**config.mk**
```make
export PLATFORM = sky130hd
export DESIGN_NAME = sn_queued
export DESIGN_NICKNAME = d
export VERILOG_FILES = /design/src/rtl/sn_queued_pkg.sv /design/src/rtl/sn_req_fifo.sv /design/src/rtl/sn_queued.sv
export SDC_FILE = /design/constraint.sdc
export NUM_CORES = 1
export LEC_CHECK = 0
export BUFFER_PORTS_ARGS = -buffer_cell sky130_fd_sc_hd__buf_2
export CAP_MARGIN = 20
export CORE_MARGIN = 2
export CORE_UTILIZATION = 25
export CTS_CLUSTER_DIAMETER = 50
export DETAILED_ROUTE_END_ITERATION = 8
export PLACE_DENSITY_LB_ADDON = 0.2
export SLEW_MARGIN = 20
export SYNTH_ARGS = -nofsm -noshare
export SYNTH_HDL_FRONTEND = slang
export SYNTH_SLANG_ARGS = --single-unit
```
**constraint.sdc**
```tcl
create_clock -name clk -period 6.4 [get_ports clk]
set_clock_uncertainty 0.2 [all_clocks]
set_input_delay 1.28 -clock clk [delete_from_list [all_inputs] [get_ports clk]]
set_output_delay 1.28 -clock clk [all_outputs]
set_load 0.03 [all_outputs]
```
**src/rtl/sn_queued_pkg.sv**
```systemverilog
// Shared types and constants for the queued subordinate node.
package sn_queued_pkg;

    localparam int ADDR_BITS  = 5;
    localparam int WORD_WIDTH = 8;

    typedef enum logic [2:0] {
        op_nop       = 3'd0,
        op_read      = 3'd1,
        op_write     = 3'd2,
        op_data_recv = 3'd3,
        op_write_ack = 3'd4,
        op_addr_err  = 3'd5
    } Type_opcode;

    typedef struct packed {
        Type_opcode              opcode;
        logic [ADDR_BITS-1:0]    addr;
        logic [WORD_WIDTH-1:0]   data;
    } ReqType;

    typedef struct packed {
        Type_opcode              opcode;
        logic [ADDR_BITS-1:0]    addr;
        logic [WORD_WIDTH-1:0]   data;
    } DataType;

    typedef enum logic [1:0] {
        StIdle     = 2'd0,
        StAsserted = 2'd1,
        StExec     = 2'd2,
        StPre      = 2'd3
    } Type_chn_state;

    // True when addr names a word that exists in a memory of 'depth' words.
    function automatic logic in_range(input logic [ADDR_BITS-1:0] addr, input int depth);
        return int'(addr) < depth;
    endfunction

endpackage

```
**src/rtl/sn_req_fifo.sv**
```systemverilog
// Synchronous request FIFO; pointers wrap modulo QDEPTH so any depth >= 2 works.
module sn_req_fifo
    import sn_queued_pkg::*;
#(
    parameter int QDEPTH = 4,
    localparam int PW = $clog2(QDEPTH),
    localparam int CW = $clog2(QDEPTH + 1)
) (
    input  logic          clk,
    input  logic          reset,
    input  logic          push,
    input  ReqType        din,
    input  logic          pop,
    output ReqType        dout,
    output logic [CW-1:0] count,
    output logic          empty
);

    ReqType          store [QDEPTH];
    logic [PW-1:0]   wr_ptr;
    logic [PW-1:0]   rd_ptr;
    logic            do_push;
    logic            do_pop;

    assign do_push = push && (count != CW'(QDEPTH));
    assign do_pop  = pop && !empty;
    assign empty   = (count == '0);
    assign dout    = store[rd_ptr];

    // Entry storage; contents need no reset because count gates visibility.
    always_ff @(posedge clk) begin
        if (do_push) store[wr_ptr] <= din;
    end

    // Pointer and occupancy bookkeeping; push and pop together leave count unchanged.
    always_ff @(posedge clk or posedge reset) begin
        if (reset) begin
            wr_ptr <= '0;
            rd_ptr <= '0;
            count  <= '0;
        end else begin
            if (do_push) wr_ptr <= (wr_ptr == PW'(QDEPTH - 1)) ? '0 : wr_ptr + 1'b1;
            if (do_pop)  rd_ptr <= (rd_ptr == PW'(QDEPTH - 1)) ? '0 : rd_ptr + 1'b1;
            case ({do_push, do_pop})
                2'b10:   count <= count + 1'b1;
                2'b01:   count <= count - 1'b1;
                default: count <= count;
            endcase
        end
    end

endmodule

```
**src/rtl/sn_queued.sv**
```systemverilog
// Subordinate node: queues requests, executes them in order against a local
// register-file memory and returns one response per request.
// Handshake: the sender raises pre_* one cycle ahead of a single-cycle v_*;
// a payload is only meaningful in the cycle its v_* is high.
module sn_queued
    import sn_queued_pkg::*;
#(
    parameter int DEPTH    = 16,
    parameter int QDEPTH   = 4,
    parameter int READ_LAT = 1
) (
    input  logic    clk,
    input  logic    reset,
    input  logic    pre_rx_req,
    input  ReqType  rx_req,
    input  logic    v_rx_req,
    output logic    rx_full,
    output logic    pre_tx_data,
    output DataType tx_data,
    output logic    v_tx_data,
    input  logic    tx_hold,
    output logic    proto_err
);

    localparam int CW = $clog2(QDEPTH + 1);
    localparam int LW = (READ_LAT > 1) ? $clog2(READ_LAT) : 1;
    localparam int IW = (DEPTH > 1) ? $clog2(DEPTH) : 1;

    Type_chn_state          rx_state;
    Type_chn_state          tx_state;
    logic                   push;
    logic                   pop;
    logic                   announce_ok;
    logic                   pending_next;
    logic [CW:0]            occ_next;
    logic [CW-1:0]          count;
    logic                   empty;
    ReqType                 head;
    logic                   head_ok;
    logic [IW-1:0]          head_idx;
    DataType                exec_res;
    DataType                result;
    logic [LW-1:0]          lat_cnt;
    logic                   exec_last;
    logic                   mem_we;
    logic [WORD_WIDTH-1:0]  mem [DEPTH];

    // A request is accepted only when it follows an announce; a new announce
    // while full is refused so the pending slot never overflows the queue.
    assign push         = v_rx_req && (rx_state == StAsserted);
    assign pop          = (tx_state == StAsserted);
    assign announce_ok  = pre_rx_req && !rx_full;
    assign pending_next = ((rx_state == StAsserted) && !v_rx_req) || announce_ok;
    assign occ_next     = {1'b0, count} + (CW+1)'(push) - (CW+1)'(pop) + (CW+1)'(pending_next);

    sn_req_fifo #(.QDEPTH(QDEPTH)) u_fifo (
        .clk   (clk),
        .reset (reset),
        .push  (push),
        .din   (rx_req),
        .pop   (pop),
        .dout  (head),
        .count (count),
        .empty (empty)
    );

    // Rx FSM: tracks an outstanding announce, registers rx_full, latches errors.
    always_ff @(posedge clk or posedge reset) begin
        if (reset) begin
            rx_state  <= StIdle;
            rx_full   <= 1'b0;
            proto_err <= 1'b0;
        end else begin
            rx_state <= pending_next ? StAsserted : StIdle;
            rx_full  <= (occ_next >= (CW+1)'(QDEPTH));
            if ((v_rx_req && (rx_state == StIdle)) || (pre_rx_req && rx_full))
                proto_err <= 1'b1;
        end
    end

    assign head_ok   = in_range(head.addr, DEPTH);
    assign head_idx  = head.addr[IW-1:0];
    assign exec_last = (tx_state == StExec) && (lat_cnt == '0);
    assign mem_we    = exec_last && (head.opcode == op_write) && head_ok;

    // Response for the queue head; out-of-range or unknown opcodes never touch memory.
    always_comb begin
        exec_res      = '0;
        exec_res.addr = head.addr;
        if ((head.opcode == op_read) && head_ok) begin
            exec_res.opcode = op_data_recv;
            exec_res.data   = mem[head_idx];
        end else if ((head.opcode == op_write) && head_ok) begin
            exec_res.opcode = op_write_ack;
        end else begin
            exec_res.opcode = op_addr_err;
        end
    end

    // Memory: word i resets to i; writes land on the final execute cycle.
    always_ff @(posedge clk or posedge reset) begin
        if (reset) begin
            for (int i = 0; i < DEPTH; i++) mem[i] <= WORD_WIDTH'(i);
        end else if (mem_we) begin
            mem[head_idx] <= head.data;
        end
    end

    // Tx FSM: execute for READ_LAT cycles, announce, then emit and pop.
    always_ff @(posedge clk or posedge reset) begin
        if (reset) begin
            tx_state    <= StIdle;
            lat_cnt     <= '0;
            result      <= '0;
            pre_tx_data <= 1'b0;
            v_tx_data   <= 1'b0;
            tx_data     <= '0;
        end else begin
            case (tx_state)
                StIdle: begin
                    if (!empty || push) begin
                        tx_state <= StExec;
                        lat_cnt  <= LW'(READ_LAT - 1);
                    end
                end
                StExec: begin
                    if (lat_cnt == '0) begin
                        result      <= exec_res;
                        pre_tx_data <= 1'b1;
                        tx_state    <= StPre;
                    end else begin
                        lat_cnt <= lat_cnt - 1'b1;
                    end
                end
                StPre: begin
                    if (!tx_hold) begin
                        pre_tx_data <= 1'b0;
                        v_tx_data   <= 1'b1;
                        tx_data     <= result;
                        tx_state    <= StAsserted;
                    end
                end
                StAsserted: begin
                    v_tx_data <= 1'b0;
                    tx_data   <= '0;
                    if ((count > CW'(1)) || push) begin
                        tx_state <= StExec;
                        lat_cnt  <= LW'(READ_LAT - 1);
                    end else begin
                        tx_state <= StIdle;
                    end
                end
                default: tx_state <= StIdle;
            endcase
        end
    end

endmodule

```
==> impl_results.md, run 1 <==
- Result of the run: finished, final reports clean
- Critical Path End Type: flop
- Placeable core region: 0.0419 mm2
- Number of buffers inserted during clock tree synthesis: 36
- Cell accounting for the most synthesized area: sky130_fd_sc_hd__dfrtp_1
- Path category of the worst min-delay check: flop to flop
- Overall die width: 210 um
- Worst Tran Pin Value: 928 ps
- Mean post-synth cell area: 14.5 um2
- Antenna cells: 0
- Final setup violation count: 0
- Crit path kind: flop to flop
- # nets final: 811
- Arr. time, crit path: 3640 ps
- Number of standard cells in the final layout excluding fillers: 1343
- Number of optimization iterations in the first detailed-route pass: 4
- Post-route setup TNS: 0 ps
- Clock-pin slew on the worst setup and hold paths: 60 ps
- Vias in the first global route: 6251
- Portion of the clock cycle consumed by the worst path in the final layout: 54.0%
- Areal power density over the cells: 482 mW/mm2
- Most common cell in the netlist: sky130_fd_sc_hd__mux2_2
- Cell Rows: 75
- Top post-synthesis cells by area: sky130_fd_sc_hd__dfrtp_1 34%, sky130_fd_sc_hd__edfxtp_1 18%, sky130_fd_sc_hd__mux2_2 15%
- Number of gates resized after cts: 0
- Root cell of the clock tree: sky130_fd_sc_hd__clkbuf_16
- Syn Std Cell Area: 0.0106 mm2
- Violation count after the first detailed-routing iteration: roughly 340
- CTS tree: done
- H-tree level count: 2
- Die outline area: 0.0440 mm2
- Remaining max-slew budget at the tightest pin: 37.9%
- Routed wirelength normalized by instance count: 18.5 um
- Worst-skew pair later-pin latency: 510 ps
- Hpwl dp: roughly 16000 um
- Final Max Slew Viols: 0
- Asr flop ratio synth: 73.1%
- Number of buffers added to fix hold violations after cts: 0
- Static leakage power: around 5.5 nW
- Top-level I/O count: 41
- # fillers: 4224
- IR Drop Worst-Case VDD: 143 uV
- Number of antenna violations at the first check in global routing: 0
- Setup bufs post-CTS: 0
- Post-DRT Antenna Nets: 0
- Top cell type's share of synthesized area: 33.6%
- Area overhead of the layout relative to synthesis: 19.7%
- Pin count of the biggest net entering global routing: 92
- Maximum buffer depth of the clock tree: 3
- Number of placed instances with taps included: 1277
- Worst r2r path cells: 7
- Via total after detailed routing: between 5000 and 6000
- Number of hold violations in the final report: 0
- Crit-path max FO: 25
- Initial core utilization: 25.3%
- Pre-CTS worst setup slack: 2780 ps
- Total number of clock tree sinks: 238
- Placer's final routability congestion estimate: between 0.6 and 0.7
- Count of mapped cells out of synthesis: 728
- Number of synthesized register bits: between 200 and 250
- Die boundary height: 210 um
- Global-route wire length before repair: 39000 um
- Synthesis warning total: 0
- Number of max-cap violations: 0
- Overall power of the completed layout: between 6 and 7 mW
- Most frequent cells after synthesis: 143 x sky130_fd_sc_hd__mux2_2, 142 x sky130_fd_sc_hd__dfrtp_1, 78 x sky130_fd_sc_hd__mux2i_1, 64 x sky130_fd_sc_hd__edfxtp_1, 52 x sky130_fd_sc_hd__nand2_1
- Max frequency: roughly 290 MHz
- # port buffers: 40
- Worst-case setup margin in the final layout: 2950 ps
- Remaining routing DRC violations: 0
- RSZ-0062 raised after global routing: no
- Sequential share of the synthesized area: roughly 60%
- Fraction of layout cells with a size suffix above 1: 39.9%
- Overall global routing resource usage: 11.6%
- Synth cell types: 40
- Number of nets produced by synthesis: 763
- Critical Path RT: around 6600 ps
- Critical path launch point type: flop
- Grt total ovfl: 0
- Ratio of routed vias to standard cells: 4.39
- Total routed wirelength: 24800 um
- Clock period minus final worst setup slack: 3450 ps
- Worst hold path stage count: 0
- Most instantiated flip-flop cell in the synthesis netlist: sky130_fd_sc_hd__dfrtp_1
- Post-synth EDFFs: 64
-- through the flow --
stage               utilization (%)  area [um2]  hold WS (ps)
floorplan                         -       10600           233
global placement               27.2       11400           235
detailed placement             27.2       11400           244
CTS                            30.3       12700           255
global route                   30.3       12700           279
finish                         30.3       12700           255
-- routing by layer --
layer / vias to the layer above / track usage, % / routed length [um]
met4: 0 / 3.30 / 506
li1: 2790 / - / -
met5: - / 0 / 0
met2: 79 / 18.3 / 11300
met1: 2994 / 16.3 / 12200
met3: 36 / 2.05 / 750
-- logic make-up after synthesis --
| logic type | share of synthesized area, % |
|---|---|
| multiplexers | 25.6 |
| AO/OA/AOI/OAI | 3.72 |
| AND/OR/NAND/NOR | 6.88 |
| XOR/XNOR | 0.248 |
| buffers and inverters | 2.22 |
| flip-flops | 59.7 |
| adder cells (fa/ha/maj) | 1.66 |
-- power breakdown --
part	internal (mW)	switching, mW	total, mW
clock network	1.33	0.747	2.08
registers	1.96	0.193	2.15
logic	0.710	1.16	1.87
-- path summary, 6_finish.rpt --
kind / start / to / slack [ps]
min in group asynchronous: reset / rx_full$_DFF_PP0_ / 730
hold reg to reg: tx_state[1]$_DFFE_PP0P_ / tx_state[0]$_DFFE_PP0P_ / 260
setup / recovery: u_fifo.rd_ptr[0]$_DFFE_PP0P_ / mem[56]$_DFFE_PP0P_ / 2950
max in group asynchronous: reset / mem[16]$_DFFE_PP1P_ / 4270
hold / removal: tx_state[1]$_DFFE_PP0P_ / tx_state[0]$_DFFE_PP0P_ / 260
setup reg to reg: u_fifo.rd_ptr[0]$_DFFE_PP0P_ / mem[56]$_DFFE_PP0P_ / 2950
-- critical path, cell delays in order (launching register included) --
cell and delay (ps):
sky130_fd_sc_hd__dfrtp_1 320, sky130_fd_sc_hd__buf_4 370, sky130_fd_sc_hd__mux4_2 560, sky130_fd_sc_hd__nand2b_1 150, sky130_fd_sc_hd__a2111o_1 340, sky130_fd_sc_hd__buf_4 250, sky130_fd_sc_hd__nor3_2 710, sky130_fd_sc_hd__mux2_2 410
-- sequential cells by signal, summed over array words and instances, names as in the netlist, 2 cells and up --
name / flops
mem: 128
u_fifo.store: 64
result: 16
tx_data: 16
u_fifo.count: 3
tx_state: 2
u_fifo.rd_ptr: 2
u_fifo.wr_ptr: 2
-- cell usage in the layout (no fill, tap or decap), drive strengths merged --
master and count:
mux2 143, dfrtp 142, mux2i 78, edfxtp 64, nand2 52, buf 48
clkbuf 44, dfstp 32, nor3 22, inv 18, nand3 17, mux4 14
a21oi 14, ha 14, o21ai 12, a22oi 12, clkinv 10, nor2 8
nand2b 6, and2 6, clkinvlp 6, a221o 5, bufinv 5, nor2b 4
o31ai 4, o22ai 4, and4 4, a211oi 3, xnor2 3, or2 2
a2111o 1, a2bb2oi 1, a31o 1, and4b 1, or3 1, a2111oi 1
a21boi 1, nor3b 1
-- cell type report --
class	instances	area, um2	area share [%]
sequential	238	6320	49.9
multi-input combinational	435	4040	31.9
clock buffer	44	1000	7.92
tap	539	674	5.33
clock inverter	22	293	2.31
timing repair buffer	48	273	2.15
inverter	17	68.8	0.543
(Power assumes the default switching activity.)
==> run 2, diff against run 1 <==
Settings changed: ABC_AREA from default to 1.
Clock period 6.4 ns to 3 ns, I/O delays scaled along.
==> run 2 against run 1 <==
Against the previous run: sequential power grew 120%; hold slack worse by 250 ps; final cell count rose by 42%; combinational power grew to 3.3 times the previous value; flip-flop and latch count unchanged; global-route usage rose by 2.1 points; sequential share of layout area shrank 1.6 points.
==> impl_results.md, run 2 <==
- Result of the run: finished, final reports clean
- Number of buffers inserted during clock tree synthesis: 35
- First element of the critical path: u_fifo.rd_ptr[0]$_DFFE_PP0P_
- Post-DRT Antenna Nets: 0
- Hpwl dp: 18700 um
- Number of optimization iterations in the first detailed-route pass: 5
- Post-route setup TNS: 0 ps
- Overall die width: 214 um
- Number of nets produced by synthesis: 1280
- Syn Std Cell Area: 0.0110 mm2
- Post-synth EDFFs: 64
- Clock period minus final worst setup slack: 2670 ps
- # nets final: around 1300
- Static leakage power: about 5.8 nW
- Regs by FF count: mem: 128 flops, u_fifo.store: 64 flops
- Violation count after the first detailed-routing iteration: 544
- Most instantiated flip-flop cell in the synthesis netlist: sky130_fd_sc_hd__dfrtp_1
- Antenna cells: 0
- Placeable core region: 0.0433 mm2
- Ratio of routed vias to standard cells: 4.28
- Crit-path max FO: 11
- Max frequency: 374 MHz
- Cell Rows: 76
- Number of antenna violations at the first check in global routing: 0
- RSZ-0062 raised after global routing: no
- Global-route wire length before repair: just under 50000 um
- # port buffers: 40
- Placer's final routability congestion estimate: about 0.77
- Synth cell types: 36
- Flip-flop count of the largest register, all copies and words added: between 100 and 150
- Most frequent cells in the layout: 474 x sky130_fd_sc_hd__nand2_1, 142 x sky130_fd_sc_hd__dfrtp_1, 126 x sky130_fd_sc_hd__o21ai_1, 106 x sky130_fd_sc_hd__inv_1, 64 x sky130_fd_sc_hd__edfxtp_1
- Number of hold violations in the final report: 0
- Maximum buffer depth of the clock tree: 3
- CTS tree: done
- Top post-synthesis cells by area: sky130_fd_sc_hd__dfrtp_1 32%, sky130_fd_sc_hd__edfxtp_1 17%, sky130_fd_sc_hd__nand2_1 16%
- Vias in the first global route: between 8000 and 9000
- Area overhead of the layout relative to synthesis: 19.0%
- Clock-pin slew on the worst setup and hold paths: approximately 60 ps
- Portion of the clock cycle consumed by the worst path in the final layout: ~89%
- Count of mapped cells out of synthesis: 1245
- Most common cell in the netlist: sky130_fd_sc_hd__nand2_1
- Fraction of layout cells with a size suffix above 1: between 10% and 20%
- Pre-CTS worst setup slack: 277 ps
- Asr flop ratio synth: 73.1%
- IR Drop Worst-Case VDD: 416 uV
- Total number of clock tree sinks: 238
- Overall power of the completed layout: about 15 mW
- Path category of the worst min-delay check: primary input to asynchronous set/reset pin
- Crit path kind: flop to flop
- Critical Path RT: around 3300 ps
- Final setup violation count: 0
- Die outline area: around 0.046 mm2
- Via total after detailed routing: 8144
- Critical Path End Type: flop
- Remaining routing DRC violations: 0
- Most common cell after layout, fill and taps aside: sky130_fd_sc_hd__nand2_1
- Areal power density over the cells: 1140 mW/mm2
- Mean post-synth cell area: 8.83 um2
- R2r startpoint: u_fifo.rd_ptr[0]$_DFFE_PP0P_
- Remaining max-slew budget at the tightest pin: 45.3%
- Total routed wirelength: 29800 um
- Biggest register: mem
- Root cell of the clock tree: sky130_fd_sc_hd__clkbuf_16
- Critical path launch point type: flop
- Routed wirelength normalized by instance count: between 15 and 20 um
- Number of max-cap violations: 0
- Sequential share of the synthesized area: 57.4%
- Die boundary height: 214 um
- Top cell type's share of synthesized area: approximately a third
- Grt total ovfl: 0
- # fillers: approximately 4600
- Final Max Slew Viols: 0
- Worst-case setup margin in the final layout: 329 ps
- Most frequent cells after synthesis: 475 x sky130_fd_sc_hd__nand2_1, 142 x sky130_fd_sc_hd__dfrtp_1, 126 x sky130_fd_sc_hd__o21ai_1, 107 x sky130_fd_sc_hd__inv_1, 64 x sky130_fd_sc_hd__edfxtp_1
- Pin count of the biggest net entering global routing: 77
- H-tree level count: 2
- Arr. time, crit path: 2920 ps
- Worst Tran Pin Value: 817 ps
- Number of synthesized register bits: ~240
- Worst-skew pair later-pin latency: just over 500 ps
- Top-level I/O count: 41
- Overall global routing resource usage: 13.7%
- Initial core utilization: 25.4%
- Synthesis warning total: 0
- Cell accounting for the most synthesized area: sky130_fd_sc_hd__dfrtp_1
run 2: cell types whose count changed in the layout (fill, tap and decap cells not counted), sizes merged, moves of 27 or more:
cell / change
o21ai: +157
nand3b: +40
nand2: +440
mux2: -143
buf: +27
inv: +93
mux2i: -78
run 2: cell type report:
cell class                      count  area, um2  area share (%)
Sequential cell                   238       6320            48.3
Clock inverter                     17        183            1.40
Tap cell                          585        732            5.59
Timing Repair Buffer               75        513            3.92
Clock buffer                       46       1000            7.64
Multi-Input combinational cell    829       3910            29.9
Inverter                          113        433            3.31
run 2: worst paths after layout:
check	endpoint	slack [ps]	cells past startpoint
min	mem[31]$_DFFE_PP0P_	8	3
max in group asynchronous	mem[73]$_DFFE_PP1P_	2060	3
min in group clk	u_fifo.store[1][14]$_DFFE_PP_	100	1
min reg2reg	tx_state[0]$_DFFE_PP0P_	200	0
max	result[3]$_DFFE_PP0P_	330	11
max reg2reg	result[3]$_DFFE_PP0P_	330	11
run 2: layer usage:
metal | up-vias | share of wire [%] | global-route usage (%)
met4 | 0 | 2.1 | 4.09
met5 | - | 0 | 0
met2 | 114 | 45 | 21.8
met3 | 38 | 3.3 | 2.17
met1 | 3891 | 49 | 19.2
li1 | 4101 | - | -
run 2: per-stage QoR:
stage	instance area (um2)	utilization [%]	std cells	hold WS [ps]
finish	13100	30.2	1903	7.61
global route	13100	30.2	1903	36.8
CTS	13100	30.2	1903	29.9
detailed placement	11900	27.5	1840	198
global placement	11900	27.5	1840	189
floorplan	11000	-	1245	247
run 2: kinds of logic after synthesis:
family / share of synthesized area [%]
and+or+nand+nor: 23.4
adders and majority gates: 1.59
DFF: 57.4
AOI/OAI and AO/OA: 10.2
xor gates and xnor gates: 0.319
buffers and inverters: 7.02
run 2: what timing repair did:
action | CTS | global route
resized for setup | 0 | 1
setup endpoints to repair | 0 | 1
setup buffers | 0 | 0
hold buffers | 0 | 0
run 2: critical path, cell delays in order, from the launching register on:
cell,delay [ps]
sky130_fd_sc_hd__dfrtp_1,610
sky130_fd_sc_hd__buf_4,260
sky130_fd_sc_hd__nand2_1,60
sky130_fd_sc_hd__nand2_1,70
sky130_fd_sc_hd__nand2_1,40
sky130_fd_sc_hd__o21ai_1,150
sky130_fd_sc_hd__nand2_1,120
sky130_fd_sc_hd__nor2_1,650
sky130_fd_sc_hd__nand2_1,170
sky130_fd_sc_hd__nor2_1,120
sky130_fd_sc_hd__nand2_1,90
sky130_fd_sc_hd__nand2_1,60
run 2: where the power goes:
group	leakage, nW	internal, mW	switching (mW)
Sequential	2.82	4.26	0.423
Clock	0.569	2.61	1.50
Combinational	2.37	1.91	4.18
